--- config.mk ---
export PLATFORM = sky130hd
export DESIGN_NAME = csr_access_unit
export DESIGN_NICKNAME = d
export VERILOG_FILES = /design/src/rtl/csr_access_unit.sv
export SDC_FILE = /design/constraint.sdc
export NUM_CORES = 1
export LEC_CHECK = 0
export BUFFER_PORTS_ARGS = -buffer_cell sky130_fd_sc_hd__buf_2
export CORE_ASPECT_RATIO = 0.5
export CORE_MARGIN = 10
export CORE_UTILIZATION = 52
export CTS_BUF_LIST = sky130_fd_sc_hd__clkbuf_8
export DETAILED_ROUTE_END_ITERATION = 16
export GPL_TIMING_DRIVEN = 0
export HOLD_SLACK_MARGIN = 0.03
export PLACE_DENSITY_LB_ADDON = 0.15
export SETUP_SLACK_MARGIN = 0.2
export SLEW_MARGIN = 20
export SYNTH_ARGS = -nofsm -noshare
export SYNTH_HDL_FRONTEND = slang
export SYNTH_SLANG_ARGS = --single-unit
--- constraint.sdc ---
create_clock -name clk -period 2 [get_ports clk]
set_input_delay 0.4 -clock clk [delete_from_list [all_inputs] [get_ports clk]]
set_output_delay 0.4 -clock clk [all_outputs]
set_load 0.05 [all_outputs]
--- src/rtl/csr_access_unit.sv ---
// csr_access_unit: executes one Zicsr instruction against the CSR register file.
// Accepts an instruction and its rs1 value, reads the addressed CSR, performs the
// read-modify-write through the file's write port and returns the old value.
// Optional build macro: CSR_RO_TRAP_EN turns writes to read-only CSR space
// (address bits [11:10] == 2'b11) into illegal-instruction responses.
module csr_access_unit #(
  parameter int XLEN = 32
) (
  input  logic            clk,
  input  logic            reset,
  input  logic            req_valid,
  output logic            req_ready,
  input  logic [31:0]     req_instr,
  input  logic [XLEN-1:0] req_rs1_val,
  output logic            resp_valid,
  input  logic            resp_ready,
  output logic [4:0]      resp_rd_addr,
  output logic            resp_rd_we,
  output logic [XLEN-1:0] resp_rd_val,
  output logic            resp_illegal,
  output logic [3:0]      csr_ctrl,
  output logic [31:0]     csr_instr,
  output logic [XLEN-1:0] csr_wd,
  input  logic [XLEN-1:0] csr_rdata
);

  localparam logic [6:0] OPC_SYSTEM = 7'b1110011;

  typedef enum logic [1:0] {S_IDLE, S_READ, S_WRITE, S_RESP} state_e;

  state_e          state_q, state_d;
  logic [31:0]     instr_q;
  logic [XLEN-1:0] operand_q;
  logic [XLEN-1:0] old_q;
  logic [XLEN-1:0] new_q;
  logic            illegal_q;

  logic            accept;
  logic [2:0]      funct3;
  logic            is_rw;
  logic            wants_write;
  logic            ro_viol;
  logic            illegal_c;
  logic [XLEN-1:0] new_c;

  // Bitwise read-modify-write selected by funct3[1:0]; 00 is illegal and yields old.
  function automatic logic [XLEN-1:0] csr_rmw(input logic [1:0] op,
                                              input logic [XLEN-1:0] old_val,
                                              input logic [XLEN-1:0] opnd);
    logic [XLEN-1:0] res;
    case (op)
      2'b01:   res = opnd;
      2'b10:   res = old_val | opnd;
      2'b11:   res = old_val & ~opnd;
      default: res = old_val;
    endcase
    return res;
  endfunction

  assign accept = req_valid && req_ready;
  assign funct3 = instr_q[14:12];
  assign is_rw  = (funct3[1:0] == 2'b01);

  // csrrw/csrrwi always write; set/clear forms write only with a nonzero rs1/zimm field.
  assign wants_write = is_rw || (instr_q[19:15] != 5'd0);

`ifdef CSR_RO_TRAP_EN
  assign ro_viol = wants_write && (instr_q[31:30] == 2'b11);
`else
  assign ro_viol = 1'b0;
`endif

  assign illegal_c = (instr_q[6:0] != OPC_SYSTEM) || (funct3[1:0] == 2'b00) || ro_viol;
  assign new_c     = csr_rmw(funct3[1:0], csr_rdata, operand_q);

  // State register
  always_ff @(posedge clk) begin
    if (reset) state_q <= S_IDLE;
    else       state_q <= state_d;
  end

  // Next-state logic
  always_comb begin
    state_d = state_q;
    case (state_q)
      S_IDLE:  if (accept) state_d = S_READ;
      S_READ: begin
        if (illegal_c)        state_d = S_RESP;
        else if (wants_write) state_d = S_WRITE;
        else                  state_d = S_RESP;
      end
      S_WRITE: state_d = S_RESP;
      S_RESP:  if (resp_ready) state_d = S_IDLE;
      default: state_d = S_IDLE;
    endcase
  end

  // Instruction/operand latch at accept; old value, new value and verdict captured in READ
  always_ff @(posedge clk) begin
    if (reset) begin
      instr_q   <= '0;
      operand_q <= '0;
      old_q     <= '0;
      new_q     <= '0;
      illegal_q <= 1'b0;
    end else begin
      if (accept) begin
        instr_q   <= req_instr;
        operand_q <= req_instr[14] ? {{(XLEN-5){1'b0}}, req_instr[19:15]} : req_rs1_val;
      end
      if (state_q == S_READ) begin
        old_q     <= csr_rdata;
        new_q     <= new_c;
        illegal_q <= illegal_c;
      end
    end
  end

  // Outputs decoded from state; write enable and handshakes are masked while reset is high
  always_comb begin
    req_ready    = (state_q == S_IDLE) && !reset;
    resp_valid   = (state_q == S_RESP) && !reset;
    resp_illegal = (state_q == S_RESP) && illegal_q;
    resp_rd_we   = (state_q == S_RESP) && !illegal_q && (instr_q[11:7] != 5'd0);
    resp_rd_addr = instr_q[11:7];
    resp_rd_val  = old_q;
    csr_instr    = instr_q;
    csr_wd       = new_q;
    csr_ctrl     = 4'b0000;
    if ((state_q == S_WRITE) && !reset) csr_ctrl = {1'b1, funct3};
  end

endmodule

# After elaboration in Yosys (flattened, before gate mapping)
# Cells that the tools add are included.
# classes
eq_ne,9
muxes,8
bitwise_logic,3
n_reduce_logical,16
# op_table
cell,count
case mux 32 bit (3 select lines),1
bitwise AND 32 bit,1
two-way mux 32 bit,1
NOT 32 bit,1
OR 32 bit,1
nonzero test 5 bit,2
"equality test 2 bit, second input constant",4
case mux 2 bit (4 select lines),1
logical AND 1 bit,7
"inequality test 7 bit, second input constant",1
"equality test 2 x 1 -> 1 bit, second input constant",2
zero test 2 bit,2
two-way mux 2 bit,2
two-way mux 4 bit,1
"inequality test 2 bit, second input constant",2
zero test 1 bit,2
logical OR 1 bit,2
two-way mux 1 bit,2
AND reduction 2 bit,1
# word_totals
ff_bits,131
out_inout_bits,109

# Logic depth before layout (Yosys ltp)
# Gate-level depths: netlist (run 1).
# depth
ltp_word,5
depth_mapped,8
mapped_depth_nobuf,6

# Least setup slack after synthesis (run 1)
# No wires, ideal clock.
# synth_path
kind,flip-flop to output port
start,register instr_q[8] (netlist: csr_instr[8])
end,output port resp_rd_we
t_arrival_ns,2.045
setup_slack_ns,-0.445
path_stages_with_launch,4
cell_sequence,dfxtp_1 > or4_1 > nor2_1 > nor3b_1
# synth_between
elab_chain_len,2
# synth_rtl
item,line,text
from (decl),32,logic [31:0] instr_q;
from (signal assigned),108,instr_q <= req_instr;
nonzero test 5 bit,124,resp_rd_we = (state_q == S_RESP) && !illegal_q && (instr_q[11:7] != 5'd0);
logical AND 1 bit,124,
to (decl),18,"output logic resp_rd_we,"
# No other way between the ends.

# Final worst setup path (run 1)
# layout_path
start,register instr_q[9] (netlist: csr_instr[9])
end,output port resp_rd_we
# Same word-level chain as after synthesis.

==> summary.md, run 1 <==
| Metric | Value |
|---|---|
| Power Density | `1390 mW/mm^2` |
| Int Pwr | `6.18 mW` |
| Synthesized Nets | `780` |
| Post-route ant nets | `0` |
| Most frequent cell after synthesis | `dfxtp_1` |
| NetSw | `4.64 mW` |
| Share of the synthesized area in the top cell type | `0.449` |
| Crit path time final | `2.01 ns` |
| Crit path max fanout | `2` |
| Final Hold Viols | `0` |
| Vias | `5,530` |
| Worst vdd ir | `0.000871 V` |
| CTS Root Cell | `clkbuf_8` |
| Via/cell ratio | `5.19` |
| Dpl cells | `1,026` |
| Avg WL per Cell | `17.5 um` |
| Register share of total power | `0.316` |
| GRT Util Overall | `0.231` |
| Final worst slack | `-0.00780 ns` |
| Residual DRC count | `0` |
| Setup TNS | `-0.00780 ns` |
| Metal2 WL | `8720 um` |
| Post-synthesis sequential area ratio | `0.449` |
| Post-Syn Area per Cell | `8.65 um^2` |
| Cts hold-fix bufs | `0` |
| Synth cell types | `34` |
| Flops & latches, synth | `131` |
| Final Max Slew Viols | `0` |
| Area occupied by multi-input gates | `0.00297 mm^2` |
| First-pass GRT wire length | `29,600 um` |
| Largest net degree at the start of global routing | `17` |
| Die height | `94.9 um` |
| I/O Pins | `209` |
| Slew @ Worst Pin | `0.619 ns` |
| Register area | `0.00263 mm^2` |
| # nets final | `1,011` |
| Critical Path End Type | `output pin` |
| Area Overhead vs Synth | `33.0%` |
| Remaining global-route overflow | `0` |
| CP Class | `register to output pin` |
| Clk_lat worst skew | `0.42 ns` |
| Post-synth EDFFs | `0` |
| Max Freq | `498 MHz` |
| Yosys warning count | `0` |
| Net Sw Frac | `0.429` |
| Comb power frac | `0.445` |
| Failing checks | `negative setup slack` |
| Async SR Flop Fraction | `0` |
| I/O Buffers | `206` |
| M1 WL | `7810 um` |
| Crit path DAT | `1.61 ns` |
| DR iter-0 viols | `301` |
| Top sig layer | `met5` |
| CTS tree | `yes` |
| Worst-case clock buffer depth | `2` |
| Non-Filler Instances | `1,066` |
| RSZ-0062 raised after global routing | `true` |
| H-tree depth | `4` |
| Initial antenna violation count | `2` |
| Normalized max-slew margin | `0.587` |
| Post-DP HPWL | `14,200 um` |
| Setup violations, final | `1` |
| Final Skew | `0.0121 ns` |
| CP startpoint kind | `register` |
| Num CTS Buffers | `17` |
| Clock Pin Slew Worst Setup and Hold Paths | `0.08 ns` |
| Syn Inst Count | `675` |
| Dominant cells by area after synthesis | `dfxtp_1, nand2b_1, mux2i_1` |
| Die Area | `0.0161 mm^2` |
| Leakage | `3.45 nW` |
| Synth area leader | `dfxtp_1` |
| Core area | `0.0110 mm^2` |
| Final GP Congestion | `0.816` |
| Fill cell count | `909` |
| Top cells by count, synth | `dfxtp_1, nand2_1, a21oi_1, nand2b_1, mux2i_1` |
| Drt pass-1 iters | `5` |
| Status | `finished with violations` |
| Period Utilization, post-route | `1.00` |
| Detailed route wirelength on metal3 | `2040 um` |
| Cell Rows | `27` |
| Vias in the first global route | `5,515` |
| Clk network pwr share | `0.240` |
| Primary FF master, synth | `dfxtp_1` |
| Total power | `10.8 mW` |
| Clock sinks | `131` |
| Required time of the critical path | `1.60 ns` |
| Hold Path Class | `input port to register` |
| Post-Route WL | `18,700 um` |
| Die W | `170 um` |
| Starting Density | `0.532` |
| Area of the mapped netlist | `0.00584 mm^2` |
| Share of cells above drive strength 1 | `0.329` |
| Max Cap Viol | `0` |
==> cell usage in the layout, fill, tap and decap left out, types with 5 or more instances in the layout <==
| cell type | count |
|---|---|
| a21oi_1 | 68 |
| clkbuf_1 | 24 |
| xnor2_1 | 30 |
| clkbuf_8 | 22 |
| nand3b_1 | 32 |
| buf_8 | 5 |
| nand3_1 | 32 |
| dfxtp_1 | 126 |
| mux2i_1 | 38 |
| buf_2 | 210 |
| buf_6 | 12 |
| nand2b_1 | 61 |
| buf_4 | 13 |
| nor2_1 | 34 |
| nand2_1 | 96 |
| o21ai_0 | 31 |
| a21o_1 | 32 |
==> sequential cells by signal, indices dropped and copies added (netlist names) <==
register / flops
state_q: 2
illegal_q: 1
resp_rd_val: 32
csr_instr: 32
csr_wd: 32
operand_q: 32
==> worst max-delay path: stages (launching register included) <==
cell	delay, ns
dfxtp_2	0.33
or4_4	0.54
nor2_4	0.11
nor3b_4	0.05
buf_6	0.15
==> path summary, 6_finish.rpt <==
path,start,depth (start not counted),to,slack (ns)
worst max register to register,csr_instr[13]$_SDFFE_PP0P_,8,csr_wd[5]$_SDFFE_PP0P_,0.32
worst min-delay path,req_instr[23],3,csr_instr[23]$_SDFFE_PP0P_,0.16
worst min register to register,csr_wd[7]$_SDFFE_PP0P_,2,csr_wd[7]$_SDFFE_PP0P_,0.46
worst max-delay path,csr_instr[9]$_SDFFE_PP0P_,4,resp_rd_we,-0.008
==> cell families after synthesis <==
logic type,Yosys count,share of synthesized area
adders and majority gates,5,0.0107
DFF,131,0.449
buffers and inverters,62,0.0561
and+or+nand+nor,274,0.241
AOI/OAI and AO/OA,135,0.132
muxes,38,0.0652
xor gates and xnor gates,30,0.0450
==> per-layer routing <==
layer,track usage,up-vias
met4,0.0508,2
met3,0.104,10
met5,0,-
met2,0.380,189
met1,0.276,2605
li1,-,2724
==> power groups by stage <==
| stage | registers (mW) | clock network [mW] | logic (mW) |
|---|---|---|---|
| 2_1_floorplan | 4.80 | 0 | 2.09 |
| 3_3_place_gp | 3.42 | 0 | 4.54 |
| 3_5_place_dp | 3.44 | 0 | 4.61 |
| 4_1_cts | 3.41 | 2.63 | 4.80 |
| 5_1_grt | 3.48 | 2.74 | 5.20 |
| 6_report | 3.42 | 2.59 | 4.81 |
==> final cells by class <==
type	count	area share
inverters	2	0.00161
repair buffers	212	0.147
diodes	2	0.000645
clock inverters	11	0.0221
plain buffers	60	0.0459
flip-flops and latches	131	0.339
well taps	145	0.0234
clock buffers	21	0.0372
multi-input cells	482	0.383
==> through the flow <==
stage	util	instance area, um^2	worst slack, ns	hold WS, ns
after floorplan	-	5860	0.202	0.445
after global placement	0.645	7080	-0.0655	0.452
after detailed placement	0.645	7080	-0.141	0.454
after CTS	0.703	7720	-0.0604	0.138
after global routing	0.707	7760	-0.0610	0.147
final	0.707	7760	-0.00780	0.165
==> repair_timing <==
item	4_1_cts	5_1_grt
gates resized for setup	52	8
endpoints found under the hold margin	0	0
setup buffers	5	1
pin swaps	7	3
setup endpoints to repair	59	43
Power figures use the tool's default switching activity.
==> inputs of run 2 (changes only) <==
Settings changed: TNS_END_PERCENT from default to 20.
==> run 2 against run 1 <==
Sequential share of layout area increased by 0.16 points. Clock skew down 0.00060 ns. The run still ends with negative setup slack left. Maximum frequency down 0.34%. Count of clock-buffer cells in the layout is 4 lower.
==> summary.md, run 2 (synthesized netlist as in run 1, its figures left out) <==
| Metric | Value |
|---|---|
| DR iter-0 viols | `328 (+9.0%)` |
| Power Density | `1380 mW/mm^2 (-0.90%)` |
| Status | `finished with violations` |
| Via/cell ratio | `5.18 (-0.19%)` |
| Failing checks | `negative setup slack` |
| Commonest non-fill, non-tap cells in the layout | `buf_2, dfxtp_1, nand2_1` |
| Cell Rows | `27 (unchanged)` |
| Placed cell area | `0.00707 mm^2 (-0.12%)` |
| Largest net degree at the start of global routing | `17 (unchanged)` |
| # nets final | `1,010 (-0.099%)` |
| Period Utilization, post-route | `1.01 (+0.00347)` |
| R2R setup slack | `0.31 ns (about the same)` |
| Worst reg2reg endpoint | `csr_wd[7]$_SDFFE_PP0P_` |
| Share of cells above drive strength 1 | `0.329 (+0.000358)` |
| Starting Density | `0.532 (unchanged)` |
| Core area | `0.0110 mm^2 (unchanged)` |
| CTS Root Cell | `clkbuf_8` |
| Worst hold path cell count | `3 (unchanged)` |
| Crit path time final | `2.01 ns (+0.00694 ns)` |
| Vias in the first global route | `5,587 (+1.3%)` |
| Max Cap Viol | `0 (unchanged)` |
| Hold slack | `0.153 ns (-0.0117 ns)` |
| CP startpoint kind | `register` |
| Non-Filler Instances | `1,063 (-0.28%)` |
| I/O Pins | `209 (unchanged)` |
| Fill cell count | `903 (-0.66%)` |
| Hold EP | `csr_instr[26]$_SDFFE_PP0P_` |
| Worst-case clock buffer depth | `2 (unchanged)` |
| Drt pass-1 iters | `4 (-1)` |
| Final Skew | `0.0115 ns (-0.000605 ns)` |
| Num CTS Buffers | `17 (unchanged)` |
| CP Class | `register to output pin` |
| Dpl cells | `1,026 (unchanged)` |
| Crit path max fanout | `2 (unchanged)` |
| Leakage | `3.43 nW (-0.49%)` |
| I/O Buffers | `206 (unchanged)` |
| Clk_lat worst skew | `0.44 ns (+0.02 ns)` |
| Fin util | `0.705 (-0.00228)` |
| Post-route ant nets | `0 (unchanged)` |
| Normalized max-slew margin | `0.600 (+0.0129)` |
| Setup TNS | `-0.0147 ns (-0.00694 ns)` |
| Final Hold Viols | `0 (unchanged)` |
| GRT Util Overall | `0.228 (-0.00348)` |
| Cell area after layout | `0.00774 mm^2 (-0.32%)` |
| CTS tree | `yes` |
| ANT cells | `0 (-2)` |
| Remaining global-route overflow | `0 (unchanged)` |
| DP Worst Slack | `-0.128 ns (+0.0124 ns)` |
| Cells on worst reg2reg path | `8 (unchanged)` |
| Area Overhead vs Synth | `32.5%` |
| Critical Path End Type | `output pin` |
| Commonest non-fill, non-tap cell in the layout | `buf_2` |
| Initial antenna violation count | `2 (unchanged)` |
| Crit path cell chain | `or4_4 > nor2_4 > nor3b_4 > buf_6` |
| Final worst slack | `-0.0147 ns (-0.00694 ns)` |
| Critical R2R Launch | `csr_instr[13]$_SDFFE_PP0P_` |
| Beginning of the worst hold path | `req_instr[26]` |
| Die W | `170 um (unchanged)` |
| Hold Path Class | `input port to register` |
| Required time of the critical path | `1.60 ns (about the same)` |
| CP peak stage delay | `0.54 ns (about the same)` |
| Slew @ Worst Pin | `0.600 ns (-0.0194 ns)` |
| Final GP Congestion | `0.811 (-0.60%)` |
| Die height | `94.9 um (unchanged)` |
| Post-Route WL | `18,700 um (about the same)` |
| Setup violations, final | `1 (unchanged)` |
| First-pass GRT wire length | `29,100 um (-1.6%)` |
| Die Area | `0.0161 mm^2 (unchanged)` |
| Final Max Slew Viols | `0 (unchanged)` |
| Total power | `10.7 mW (-1.2%)` |
| Vias | `5,504 (-0.47%)` |
| Post-DP HPWL | `14,300 um (+0.60%)` |
| Max Freq | `496 MHz (-0.34%)` |
| Clock sinks | `131 (unchanged)` |
| CP max-delay cell | `or4_4` |
| Clock Pin Slew Worst Setup and Hold Paths | `0.08 ns (about the same)` |
| Residual DRC count | `0 (unchanged)` |
| Crit path DAT | `1.61 ns (about the same)` |
| RSZ-0062 raised after global routing | `true` |
| H-tree depth | `4 (unchanged)` |
| Avg WL per Cell | `17.6 um (+0.24%)` |
| Worst vdd ir | `0.000759 V (-13%)` |
-- run 2: cell types whose count changed in the layout (fill, tap and decap cells not counted), moves of 2 or more --
cell        change
inv_6           -2
clkinv_4        +2
clkinvlp_4      +2
diode_2         -2
clkbuf_8        -5
clkinv_2        +2
-- run 2: where the power goes --
part | internal (mW) | switching, mW | total (mW) | leakage (nW)
Combinational | 1.58 | 3.25 | 4.83 | 2.15
Clock | 1.35 | 1.08 | 2.43 | 0.209
Sequential | 3.11 | 0.324 | 3.44 | 1.07
Total | 6.03 | 4.65 | 10.7 | 3.43
-- run 2: area by class of cell --
type / instances / area [um^2] / share of cell area
Multi-Input combinational cell: 482 / 2970 / 0.384
Sequential cell: 131 / 2640 / 0.341
Timing Repair Buffer: 211 / 1140 / 0.147
Buffer: 60 / 369 / 0.0477
Clock buffer: 17 / 234 / 0.0302
Clock inverter: 15 / 191 / 0.0247
Tap cell: 145 / 181 / 0.0234
Inverter: 2 / 15.0 / 0.00194
-- run 2: metal layers --
metal,wire length [um],track usage
met1,7780,0.262
met2,8700,0.381
met3,1980,0.107
met4,182,0.0566
met5,31,0
-- run 2: worst max-delay path by stage --
stage	startpoint	to	cells past startpoint	slack, ns
finish	csr_instr[11]$_SDFFE_PP0P_	resp_rd_we	4	-0.01
detailed placement	state_q[1]$_SDFFE_PP0P_	csr_wd[16]$_SDFFE_PP0P_	7	-0.13
global placement	state_q[1]$_SDFFE_PP0P_	csr_wd[16]$_SDFFE_PP0P_	7	-0.11
global route	csr_instr[11]$_SDFFE_PP0P_	resp_rd_we	4	-0.06
CTS	csr_instr[11]$_SDFFE_PP0P_	resp_rd_we	4	-0.05
floorplan	state_q[0]$_SDFFE_PP0P_	csr_ctrl[0]	4	0.11
-- run 2: timing repair --
action                                 in CTS  in global routing
gates resized for setup                    56                 16
hold buffers                                0                  0
setup endpoints to repair                  73                 50
buffers inserted                            5                  0
endpoints found under the hold margin       0                  0
pin swaps                                   7                  5
-- run 2: worst max-delay path: cells and delay by family (launching register included) --
kind,cells,cell delay [ns]
AND/OR/NAND/NOR,3,0.70
buffers and inverters,1,0.15
flip-flops,1,0.32
==> inputs of run 3 (changes only) <==
Settings changed: GPL_ROUTABILITY_DRIVEN from default to 0, RECOVER_POWER from default to 50.
==> run 3 against run 2 <==
The flow still finishes with violations (negative setup slack). Highest routed layer unchanged. Combinational power shrank 3%. Sequential cell count is the same. Power shrank 1.1%. Die area is the same. Largest power group unchanged. Register-to-register slack lost 0.25 ns. Maximum frequency is essentially flat.
==> summary.md, run 3 (synthesized netlist as in run 1, its figures left out) <==
| Metric | Value |
|---|---|
| Status | `finished with violations` |
| Failing checks | `negative setup slack` |
| Vias in the first global route | `5,587 (unchanged)` |
| Power Density | `1390 mW/mm^2 (+0.59%)` |
| Avg WL per Cell | `17.6 um (+0.18%)` |
| Initial antenna violation count | `2 (unchanged)` |
| CP Class | `register to output pin` |
| Post-DP HPWL | `14,300 um (unchanged)` |
| Fill cell count | `954 (+5.6%)` |
| Die Area | `0.0161 mm^2 (unchanged)` |
| Dpl cells | `1,026 (unchanged)` |
| First-pass GRT wire length | `29,100 um (unchanged)` |
| Crit path max fanout | `2 (unchanged)` |
| Post-Route WL | `18,700 um (+0.18%)` |
| Remaining global-route overflow | `0 (unchanged)` |
| Largest net degree at the start of global routing | `17 (unchanged)` |
| I/O Buffers | `206 (unchanged)` |
| Die W | `170 um (unchanged)` |
| Commonest non-fill, non-tap cell in the layout | `dfxtp_1` |
| GRT Util Overall | `0.228 (unchanged)` |
| H-tree depth | `4 (unchanged)` |
| RSZ-0062 raised after global routing | `true` |
| Worst hold path cell count | `3 (unchanged)` |
| Num CTS Buffers | `17 (unchanged)` |
| Non-Filler Instances | `1,063 (unchanged)` |
| Worst vdd ir | `0.000766 V (+0.89%)` |
| Final Skew | `0.0118 ns (+0.000345 ns)` |
| Slew @ Worst Pin | `0.677 ns (+0.0777 ns)` |
| Required time of the critical path | `1.60 ns (about the same)` |
| CP startpoint kind | `register` |
| Die height | `94.9 um (unchanged)` |
| CP peak stage delay | `0.55 ns (about the same)` |
| Starting Density | `0.532 (unchanged)` |
| Clock sinks | `131 (unchanged)` |
| # nets final | `1,010 (unchanged)` |
| Crit path cell chain | `or4_4 > nor2_4 > nor3b_4 > buf_6` |
| Cells on worst reg2reg path | `6 (-2)` |
| ANT cells | `0 (unchanged)` |
| Critical Path End Type | `output pin` |
| Via/cell ratio | `5.18 (about the same)` |
| Residual DRC count | `0 (unchanged)` |
| Area Overhead vs Synth | `30.2%` |
| DP Worst Slack | `-0.128 ns (unchanged)` |
| Drt pass-1 iters | `7 (+3)` |
| Vias | `5,509 (+0.091%)` |
| DR iter-0 viols | `313 (-4.6%)` |
| Cell Rows | `27 (unchanged)` |
| Cts hold-fix bufs | `0 (unchanged)` |
| Share of cells above drive strength 1 | `0.217 (-0.112)` |
| Setup TNS | `-0.0160 ns (-0.00131 ns)` |
| Hold Path Class | `input port to register` |
| CTS tree | `yes` |
| Final Hold Viols | `0 (unchanged)` |
| Period Utilization, post-route | `1.01 (about the same)` |
| Worst-case clock buffer depth | `2 (unchanged)` |
| Clk_lat worst skew | `0.44 ns (about the same)` |
| Post-route ant nets | `0 (unchanged)` |
| CTS Root Cell | `clkbuf_8` |
| Max Cap Viol | `0 (unchanged)` |
| I/O Pins | `209 (unchanged)` |
| Crit path DAT | `1.62 ns (about the same)` |
| Max Freq | `496 MHz (about the same)` |
| Final Max Slew Viols | `0 (unchanged)` |
| Fin util | `0.693 (-0.0122)` |
| CP max-delay cell | `or4_4` |
| Leakage | `3.01 nW (-12%)` |
| Crit path time final | `2.02 ns (+0.00131 ns)` |
| Normalized max-slew margin | `0.550 (-0.0499)` |
| Commonest non-fill, non-tap cells in the layout | `dfxtp_1, clkbuf_1, buf_2` |
| Setup violations, final | `1 (unchanged)` |
| Core area | `0.0110 mm^2 (unchanged)` |
| Final worst slack | `-0.0160 ns (-0.00131 ns)` |
| Clock Pin Slew Worst Setup and Hold Paths | `0.08 ns (about the same)` |
## run 3: cell count changes in the layout (fill, tap and decap cells not counted), sizes merged
cell and delta:
clkbuf +101, buf -101
## run 3: worst paths after layout
kind | startpoint | end | slack, ns
setup / recovery | csr_instr[11]$_SDFFE_PP0P_ | resp_rd_we | -0.02
hold / removal | req_instr[26] | csr_instr[26]$_SDFFE_PP0P_ | 0.15
setup reg to reg | state_q[0]$_SDFFE_PP0P_ | state_q[0]$_SDFFE_PP0P_ | 0.06
hold reg to reg | csr_wd[4]$_SDFFE_PP0P_ | csr_wd[4]$_SDFFE_PP0P_ | 0.47
## run 3: timing repair
item,4_1_cts,5_1_grt
endpoints found under the setup margin,73,50
buffers inserted,5,0
hold endpoints to repair,0,0
gates resized for setup,56,16
pin swaps,7,5
gates cloned,0,0
## run 3: per-layer routing
| metal | part of all wire | vias to the layer above | track usage | routed length (um) |
|---|---|---|---|---|
| met5 | 0.0017 | - | 0 | 31 |
| met4 | 0.0097 | 4 | 0.0566 | 181 |
| met3 | 0.11 | 24 | 0.107 | 2020 |
| met2 | 0.47 | 210 | 0.381 | 8720 |
| met1 | 0.41 | 2561 | 0.262 | 7750 |
| li1 | - | 2710 | - | - |
## run 3: layout make-up
cell class	count	area, um^2	share of cell area
inverters	2	15.0	0.00197
clock buffers	17	234	0.0308
plain buffers	60	364	0.0479
multi-input cells	482	2970	0.390
clock inverters	15	191	0.0252
repair buffers	211	1020	0.134
flip-flops and latches	131	2630	0.346
well taps	145	181	0.0239
## run 3: through the flow
step	hold slack [ns]	cell area (um^2)	power, mW
detailed placement	0.455	7070	8.07
floorplan	0.445	5860	6.89
finish	0.154	7600	10.6
global placement	0.452	7070	7.98
global route	0.149	7600	11.1
CTS	0.144	7710	10.7
## run 3: where the power goes
| group | internal, mW | switching [mW] |
|---|---|---|
| Clock | 1.35 | 1.07 |
| Sequential | 3.11 | 0.336 |
| Combinational | 1.45 | 3.26 |
| Total | 5.90 | 4.66 |
## run 3: worst max-delay path: cells and delay by family (launching register included)
family	cells	cell delay, ns
buf+inv	1	0.15
simple gates	3	0.71
flops	1	0.32
